### src/rtl/tanh_pkg.sv
`default_nettype none
// ============================================================================
// Package     : tanh_pkg
// Description : Shared fixed-point widths, constants and helpers for the
//               shared tanh datapath and its arbiter.
// Revision    : 1.0 - initial release
// ============================================================================
package tanh_pkg;

  // Q5.12 signed fixed point: 1 sign bit, 5 integer bits, 12 fraction bits
  localparam int SIGN_W = 1;
  localparam int INT_W  = 5;
  localparam int FRAC_W = 12;
  localparam int DW     = SIGN_W + INT_W + FRAC_W;

  // 1.0 in Q5.12
  localparam logic [DW-1:0] ONE_Q = 18'h01000;

  // Width of a requester index; never below one bit
  function automatic int id_width(input int n);
    return (n <= 2) ? 1 : $clog2(n);
  endfunction

endpackage
`default_nettype wire

### src/rtl/rr_arbiter.sv
`default_nettype none
// ============================================================================
// Module      : rr_arbiter
// Description : Combinational round-robin arbiter. Searches the request
//               vector upward from the pointer with wrap-around and returns
//               the first hit as a one-hot grant plus its index.
// Revision    : 1.0 - initial release
// ============================================================================
module rr_arbiter
  import tanh_pkg::*;
#(
  parameter int N  = 4,
  parameter int IW = id_width(N)
) (
  input  logic [N-1:0]  req,
  input  logic [IW-1:0] ptr,
  output logic [N-1:0]  grant,
  output logic [IW-1:0] grant_idx,
  output logic          grant_any
);

  logic [IW:0]   w_sum;
  logic [IW-1:0] w_cand;

  // Walk ptr, ptr+1, ... (mod N); the first requester found wins
  always_comb begin
    grant     = '0;
    grant_idx = '0;
    grant_any = 1'b0;
    w_sum     = '0;
    w_cand    = '0;
    for (int off = 0; off < N; off++) begin
      w_sum = {1'b0, ptr} + (IW+1)'(off);
      if (w_sum >= (IW+1)'(N)) begin
        w_sum = w_sum - (IW+1)'(N);
      end
      w_cand = w_sum[IW-1:0];
      if (!grant_any && req[w_cand]) begin
        grant_any     = 1'b1;
        grant_idx     = w_cand;
        grant[w_cand] = 1'b1;
      end
    end
  end

endmodule
`default_nettype wire

### src/rtl/tanh_share_arb.sv
`default_nettype none
// ============================================================================
// Module      : tanh_share_arb
// Description : Shares one fixed-latency tanh instance among N_REQ
//               requesters. Round-robin issue of one operand per cycle, an
//               owner-tag pipeline matching the tanh latency, and a one-hot
//               result pulse back to the owning requester.
// Revision    : 1.0 - initial release
// ============================================================================
module tanh_share_arb
  import tanh_pkg::*;
#(
  parameter int N_REQ    = 4,
  parameter int DW       = tanh_pkg::DW,
  parameter int TANH_LAT = 3
) (
  input  logic                  clk,
  input  logic                  rst,
  input  logic [N_REQ-1:0]      req_valid,
  input  logic [N_REQ*DW-1:0]   req_data,
  output logic [N_REQ-1:0]      req_ready,
  output logic [DW-1:0]         tanh_in,
  input  logic [DW-1:0]         tanh_out,
  output logic [N_REQ-1:0]      rsp_valid,
  output logic [DW-1:0]         rsp_data,
  output logic                  busy
);

  localparam int IW    = id_width(N_REQ);
  // One stage for the tanh_in register plus TANH_LAT inside the tanh unit
  localparam int DEPTH = TANH_LAT + 1;

  logic [N_REQ-1:0] w_grant;
  logic [IW-1:0]    w_grant_idx;
  logic             w_grant_any;
  logic             w_issue;
  logic [IW-1:0]    w_ptr_nxt;
  logic [DW-1:0]    w_issue_data;
  logic [N_REQ-1:0] w_rsp_onehot;

  logic [IW-1:0]    r_ptr;
  logic [DEPTH-1:0] r_tag_v;
  logic [IW-1:0]    r_tag_id [DEPTH];

  rr_arbiter #(
    .N  (N_REQ),
    .IW (IW)
  ) u_arb (
    .req       (req_valid),
    .ptr       (r_ptr),
    .grant     (w_grant),
    .grant_idx (w_grant_idx),
    .grant_any (w_grant_any)
  );

  // Grants are suppressed while reset is asserted so nothing handshakes
  assign req_ready = rst ? '0 : w_grant;
  assign w_issue   = w_grant_any & ~rst;
  assign w_ptr_nxt = (w_grant_idx == IW'(N_REQ - 1)) ? '0 : w_grant_idx + 1'b1;

  // Select the granted requester's operand; zero when nobody is granted
  always_comb begin
    w_issue_data = '0;
    for (int i = 0; i < N_REQ; i++) begin
      if (w_grant[i]) begin
        w_issue_data = req_data[i*DW +: DW];
      end
    end
  end

  // Round-robin pointer moves just past the winner; holds when idle
  always_ff @(posedge clk) begin
    if (rst) begin
      r_ptr <= '0;
    end else if (w_issue) begin
      r_ptr <= w_ptr_nxt;
    end
  end

  // Operand register feeding the tanh instance
  always_ff @(posedge clk) begin
    if (rst) begin
      tanh_in <= '0;
    end else begin
      tanh_in <= w_issue ? w_issue_data : '0;
    end
  end

  // Owner tags shift every cycle alongside the operand through the tanh unit
  always_ff @(posedge clk) begin
    if (rst) begin
      r_tag_v <= '0;
      for (int k = 0; k < DEPTH; k++) begin
        r_tag_id[k] <= '0;
      end
    end else begin
      r_tag_v     <= {r_tag_v[DEPTH-2:0], w_issue};
      r_tag_id[0] <= w_grant_idx;
      for (int k = 1; k < DEPTH; k++) begin
        r_tag_id[k] <= r_tag_id[k-1];
      end
    end
  end

  // Busy reflects the tag valid bits as they will be after this edge
  always_ff @(posedge clk) begin
    if (rst) begin
      busy <= 1'b0;
    end else begin
      busy <= |{r_tag_v[DEPTH-2:0], w_issue};
    end
  end

  assign w_rsp_onehot = N_REQ'(1) << r_tag_id[DEPTH-1];

  // Retire: pulse the owner and capture the tanh result; data holds otherwise
  always_ff @(posedge clk) begin
    if (rst) begin
      rsp_valid <= '0;
      rsp_data  <= '0;
    end else if (r_tag_v[DEPTH-1]) begin
      rsp_valid <= w_rsp_onehot;
      rsp_data  <= tanh_out;
    end else begin
      rsp_valid <= '0;
    end
  end

endmodule
`default_nettype wire

### config.mk
export PLATFORM = sky130hd
export DESIGN_NAME = tanh_share_arb
export DESIGN_NICKNAME = d
export VERILOG_FILES = /design/src/rtl/tanh_pkg.sv /design/src/rtl/rr_arbiter.sv /design/src/rtl/tanh_share_arb.sv
export SDC_FILE = /design/constraint.sdc
export NUM_CORES = 1
export LEC_CHECK = 0
export ABC_AREA = 1
export CAP_MARGIN = 20
export CORE_UTILIZATION = 41
export DETAILED_ROUTE_END_ITERATION = 6
export MAX_ROUTING_LAYER = met4
export PLACE_DENSITY = 0.85
export SLEW_MARGIN = 20
export SYNTH_ARGS = -nofsm -noshare
export SYNTH_HDL_FRONTEND = slang
export SYNTH_SLANG_ARGS = --single-unit
### constraint.sdc
create_clock -name clk -period 3.34 [get_ports clk]
set_input_delay 0.501 -clock clk [delete_from_list [all_inputs] [get_ports clk]]
set_output_delay 0.501 -clock clk [all_outputs]
set_load 0.005 [all_outputs]
Yosys cells after proc, flatten, opt, wreduce, memory -nomap -nowiden
Memories as Yosys holds them, arrays and structs flattened.
Index checks and enable logic that the tools add are counted.
{ "totals": {"reg_bits": 47, "ramBits": 8, "mem_bits_ro": 0, "memories": 1, "in_bits": 96, "latch_bits": 0, "out_inout_bits": 45} }
{ "classes": {"n_reduce_logical": 13, "mux": 45, "n_eq_ne": 1, "addsub": 8, "n_bitwise": 11, "div": 0, "mul": 0, "shift": 1, "order_cmp": 12} }
{ "memory_table": {"columns": ["name", "words", "width", "rd", "rd_clocked_by_memory_dff", "wr", "line", "text"], "rows": [
  ["r_tag_id", 4, 2, 4, 0, 4, "tanh_share_arb.sv:43", "logic [IW-1:0] r_tag_id [DEPTH];"]
]} }
{ "ops": {"columns": ["operator", "count"], "rows": [
  ["two-way mux 18 bit", 4],
  ["two-way mux 2 bit", 13],
  ["two-way mux 4 bit", 5],
  ["two-way mux 1 bit", 15],
  ["< comparator 2 x 3 -> 1 bit (second input constant)", 4],
  ["OR 4 bit", 3],
  [">= comparator 3 bit (second input constant)", 3],
  ["binary-select mux 1 bit (select 2 bit)", 4],
  ["demux 1 bit (select 2 bit)", 4],
  [">= comparator 2 x 1 -> 1 bit (second input constant)", 4],
  ["subtractor 2 x 1 -> 2 bit (second input constant)", 4],
  ["logical AND 1 bit", 7],
  ["adder 2 x 2 -> 3 bit (second input constant)", 2],
  ["OR 1 bit", 4],
  ["OR reduction 2 bit", 2],
  ["OR reduction 4 bit", 1],
  ["<< shifter 1 x 2 -> 4 bit (first input constant)", 1],
  ["adder 2 x 1 -> 3 bit (second input constant)", 1],
  [">= comparator 2 x 3 -> 1 bit (second input constant)", 1],
  ["zero test 1 bit", 3],
  ["inverter 1 bit", 3],
  ["adder 2 x 1 -> 2 bit (second input constant)", 1],
  ["== test 2 bit (second input constant)", 1],
  ["bitwise AND 1 bit", 1]
]} }

Longest topological paths before layout
{ "depth": {"word_depth": 18, "ltp_mapped": 15, "depth_no_buf": 13} }

Modules after synthesis
Synthesis repeated with hierarchy kept, for this count alone.
{ "unflattened": {"hier_cells": 377, "hier_area_um2": 2847.7} }
{ "modules_own_cells": {"columns": ["mod", "n_inst", "area_per_inst_um2", "cells_per_inst", "seq_area_each_um2"], "rows": [
  ["tanh_share_arb", 1, 2407.3, 303, 1101.1],
  ["rr_arbiter", 1, 440.4, 74, 0.0]
]} }

Worst setup path before layout
OpenSTA, ideal clock, no wires.
{ "synth_timing": {"path_kind": "reg2out", "start": "register r_ptr[1]", "end": "output req_ready[3]", "arrival_ns": 2.004, "path_stages_with_launch": 13, "setup_slack_ns": 0.835, "t_required_ns": 2.839, "cell_sequence": "dfxtp_1 > inv_1 > ha_1 > inv_1 > nand3_1 > nand2_2 > nand3_1 > nor2_2 > nand2_1 > nand4_4 > buf_2 > nand2_1 > inv_1"} }
{ "synth_via": {"elab_chain_cells": 15, "word_cells_on_any_way": 60, "classes_between": "add/sub: 7; order compare: 12; mux: 28; bitwise: 3; reduce/logical: 10"} }
{ "synth_lines": {"columns": ["item", "line", "text"], "rows": [
  ["from (decl)", "tanh_share_arb.sv:41", "logic [IW-1:0] r_ptr;"],
  ["from (signal assigned)", "tanh_share_arb.sv:76", "r_ptr <= w_ptr_nxt;"],
  ["parallel branches: the longest is 13 deep, another holds adder 2 x 1 -> 3 bit", null, null],
  ["two-way mux 4 bit (*)", "rr_arbiter.sv:38", "if (!grant_any && req[w_cand]) begin"],
  ["two-way mux 4 bit (*)", "tanh_share_arb.sv:57", "assign req_ready = rst ? '0 : w_grant;"],
  ["to (decl)", "tanh_share_arb.sv:21", "output logic [N_REQ-1:0] req_ready,"]
]} }
Every way passes the cells marked *. The select of a mux whose other input is x is not followed.

==> impl_metrics.py <==
metrics = {
    "status": {
        "outcome": "finished clean",
    },
    "timing": {
        "hold_ws_ns": 0.412,
        "post-route-period-util_pct": 92.6,
        "finalSetupTns_ns": 0,
        "finalSetupViolations": 0,
        "rsz0062_at_grt": "no",
        "slew-limit-headroom_pct": 60.2,
        "slew_viol_final": 0,
        "min_period_ns": 3.09,
        "max_freq_mhz": 323,
        "worst_pin_slew_ns": 0.596,
        "fin_skew_ns": 0.00559,
        "hold_viol": 0,
    },
    "synthesis": {
        "async_reset_ff_share_pct": 0,
        "syn_inst": 396,
        "synthSimpleGateAreaFrac_pct": 30.7,
        "synth.largest_area_cell": "dfxtp_1",
        "synth_compound_area_share_pct": 16.4,
        "synth.net_count": 499,
        "synth_top_area_share_pct": 38.6,
        "synth_top_family_by_area": "simple AND/OR/NAND/NOR gates",
        "synth.mux.area_fraction_pct": 0,
        "syn_area_um2": 2850,
        "synthTopCellsByArea": "dfxtp_1 39%, nand2_1 11%, a21oi_1 8.1%",
        "synth_seq_cells": 55,
        "ys_warn_count": 0,
        "synth_seq_area_share_pct": 38.6,
        "synth-edff-count": 0,
        "ys_types": 33,
        "synth_fa_ha_area_share_pct": 3.07,
        "ys.flop_type": "dfxtp_1",
        "synth-xor-area-share_pct": 0.307,
        "synth.avg_cell_area_um2": 7.21,
    },
    "worst_setup_path": {
        "critPathKind": "reg -> out",
        "cp-end-kind": "output port",
        "r2r_setup_slack_ns": 0.82,
        "cp_data_arrival_time_ns": 2.59,
        "worst_r2r_endpoint": "tanh_in[6]",
        "cp.required_ns": 2.84,
        "start_kind": "flip-flop",
        "reg2regPathDepth": 14,
        "path_max_fanout": 8,
        "setup.worst_path.end": "req_ready[2]",
    },
    "global_routing": {
        "grtUsageTotal_pct": 24.4,
        "grt_pass1_vias": 2855,
        "grt_pass1_wl_mm": 13.7,
        "grt_start_max_net_pins": 37,
        "antenna_found_initial": 0,
        "gr-total-overflow": 0,
    },
    "detailed_routing": {
        "antenna_left": 0,
        "routed_wl_mm": 8.52,
        "drt_iter0_drc": 112,
        "viasPerCell": 4.93,
        "dr.pass1.iters": 4,
        "drc": 0,
        "num_vias": 3025,
        "routedWlPerCell_um": 13.9,
    },
    "clock_tree": {
        "clock_sinks": 55,
        "htreeDepth": 2,
        "clockBufferDepth": 2,
        "post_cts_buffers": 0,
        "holdBufCountCts": 0,
        "insertion_delay_ns": 0.31,
        "root_buffer": "clkbuf_8",
        "clkTransAtPathRegs_ns": 0.10,
        "cts_made_buffers": 5,
        "ctsResizeCount": 0,
        "cts_tree": "done",
    },
    "power_and_ir_drop": {
        "p_clk_share_pct": 10.6,
        "sequentialPowerShare_pct": 23.4,
        "p_comb_share_pct": 66.0,
        "powerDensity_nw_per_um2": 802,
        "p_int_uw": 1830,
        "leakage_uw": 0.00191,
        "peakVddDrop_mv": 0.445,
        "p_sw_uw": 1680,
        "p_sw_share_pct": 47.9,
    },
    "cells_and_area": {
        "final_common_cell": "clkdlybuf4s50_1",
        "nets": 636,
        "drive_gt1_share_pct": 8.61,
        "ff_latch_area_um2": 1100,
        "fillCellCount": 590,
        "final_cell_mix": "140 x clkdlybuf4s50_1, 83 x nand2_1, 55 x nor2_1, 55 x dfxtp_1, 46 x a21oi_1",
        "n_antenna_cell": 0,
        "syn_to_final_growth_pct": 53.2,
        "multiInputGateArea_um2": 1440,
        "utilization_pct": 64.7,
    },
    "die": {
        "initial_core_util_pct": 42.2,
        "io_pins": 141,
        "dieArea_um2": 7300,
        "rows": 30,
        "die_w_um": 85.4,
        "fp.dieH_um": 85.4,
        "core-area_um2": 6760,
    },
    "placed_design": {
        "gp_congestion": 0.931,
        "place.detailed.hpwl_mm": 6.62,
        "port_buffers": 140,
    },
    "flow_run": {
        "cap_violations": 0,
    },
    "hold_path": {
        "worstHoldPathType": "reg -> reg",
    },
}
-- worst max-delay path, cell delays in order, from the launching register on --
cell and delay (ns):
dfxtp_1 0.42, inv_6 0.07, ha_1 0.35, inv_1 0.13, nand3_1 0.10, nand2_2 0.10
nand3_1 0.13, nor2_2 0.15, nand2_1 0.10, nand3_4 0.10, nand2_1 0.05, inv_1 0.06
clkdlybuf4s50_1 0.54
-- power by group through the flow --
| stage | registers (uW) | logic (uW) | clock network (uW) |
|---|---|---|---|
| final | 819 | 2320 | 373 |
| after detailed placement | 835 | 2300 | 0 |
| after floorplan | 847 | 1670 | 0 |
| after global routing | 831 | 2580 | 414 |
| after global placement | 829 | 2270 | 0 |
| after CTS | 820 | 2320 | 378 |
-- metal layers --
metal / track usage [%] / vias up / wire, um
li1: - / 1532 / -
met1: 28.4 / 1352 / 3520
met2: 42.2 / 117 / 4270
met3: 4.38 / 24 / 527
met4: 8.79 / 0 / 195
met5: - / - / 0
-- logic make-up after synthesis --
kind of cell / after synthesis
buffers and inverters: 64
and+or+nand+nor: 188
DFF: 55
xor gates and xnor gates: 1
AOI/OAI and AO/OA: 81
adders and majority gates: 7
-- worst min path at each step --
| stage | endpoint | cells past startpoint | slack (ns) | start |
|---|---|---|---|---|
| after CTS | r_tag_id[2][0] | 2 | 0.41 | r_tag_id[1][0] |
| after global placement | r_tag_id[3][1] | 2 | 0.39 | r_tag_id[2][1] |
| after floorplan | r_tag_id[1][0] | 2 | 0.39 | r_tag_id[0][0] |
| after global routing | r_tag_id[2][0] | 2 | 0.43 | r_tag_id[1][0] |
| after detailed placement | r_tag_id[2][0] | 2 | 0.39 | r_tag_id[1][0] |
| final | r_tag_id[2][0] | 2 | 0.41 | r_tag_id[1][0] |
-- cells in the mapped netlist, types with 6 or more instances --
| cell | number |
|---|---|
| clkbuf_1 | 6 |
| ha_1 | 7 |
| nor2_1 | 55 |
| a21oi_2 | 9 |
| a21oi_1 | 46 |
| o21ai_0 | 21 |
| nand2_1 | 83 |
| buf_6 | 8 |
| dfxtp_1 | 55 |
| nand2_2 | 6 |
| inv_1 | 42 |
| nand3_1 | 26 |
-- flip-flops by register name, summed over array words and instances, names as in the netlist, named ones only --
| register | count |
|---|---|
| busy | 1 |
| r_ptr | 1 |
| r_tag_id | 8 |
| r_tag_v | 4 |
| rsp_data | 18 |
| rsp_valid | 4 |
| tanh_in | 18 |
-- cell type report --
cell class	instances	area share (%)
Timing Repair Buffer	148	33.4
Multi-Input combinational cell	277	32.9
Sequential cell	55	25.2
Inverter	46	4.06
Tap cell	80	2.29
Clock buffer	5	1.57
Clock inverter	3	0.515
-- per-stage QoR --
step | total power (uW) | worst slack [ns] | area [um^2] | instances
6_report | 3510 | 0.247 | 4370 | 614
5_1_grt | 3820 | 0.0496 | 4370 | 614
2_1_floorplan | 2510 | 0.835 | 2850 | 396
4_1_cts | 3510 | 0.228 | 4370 | 614
3_3_place_gp | 3090 | 0.478 | 4280 | 606
3_5_place_dp | 3140 | 0.455 | 4280 | 606
Power figures use the tool's default switching activity.
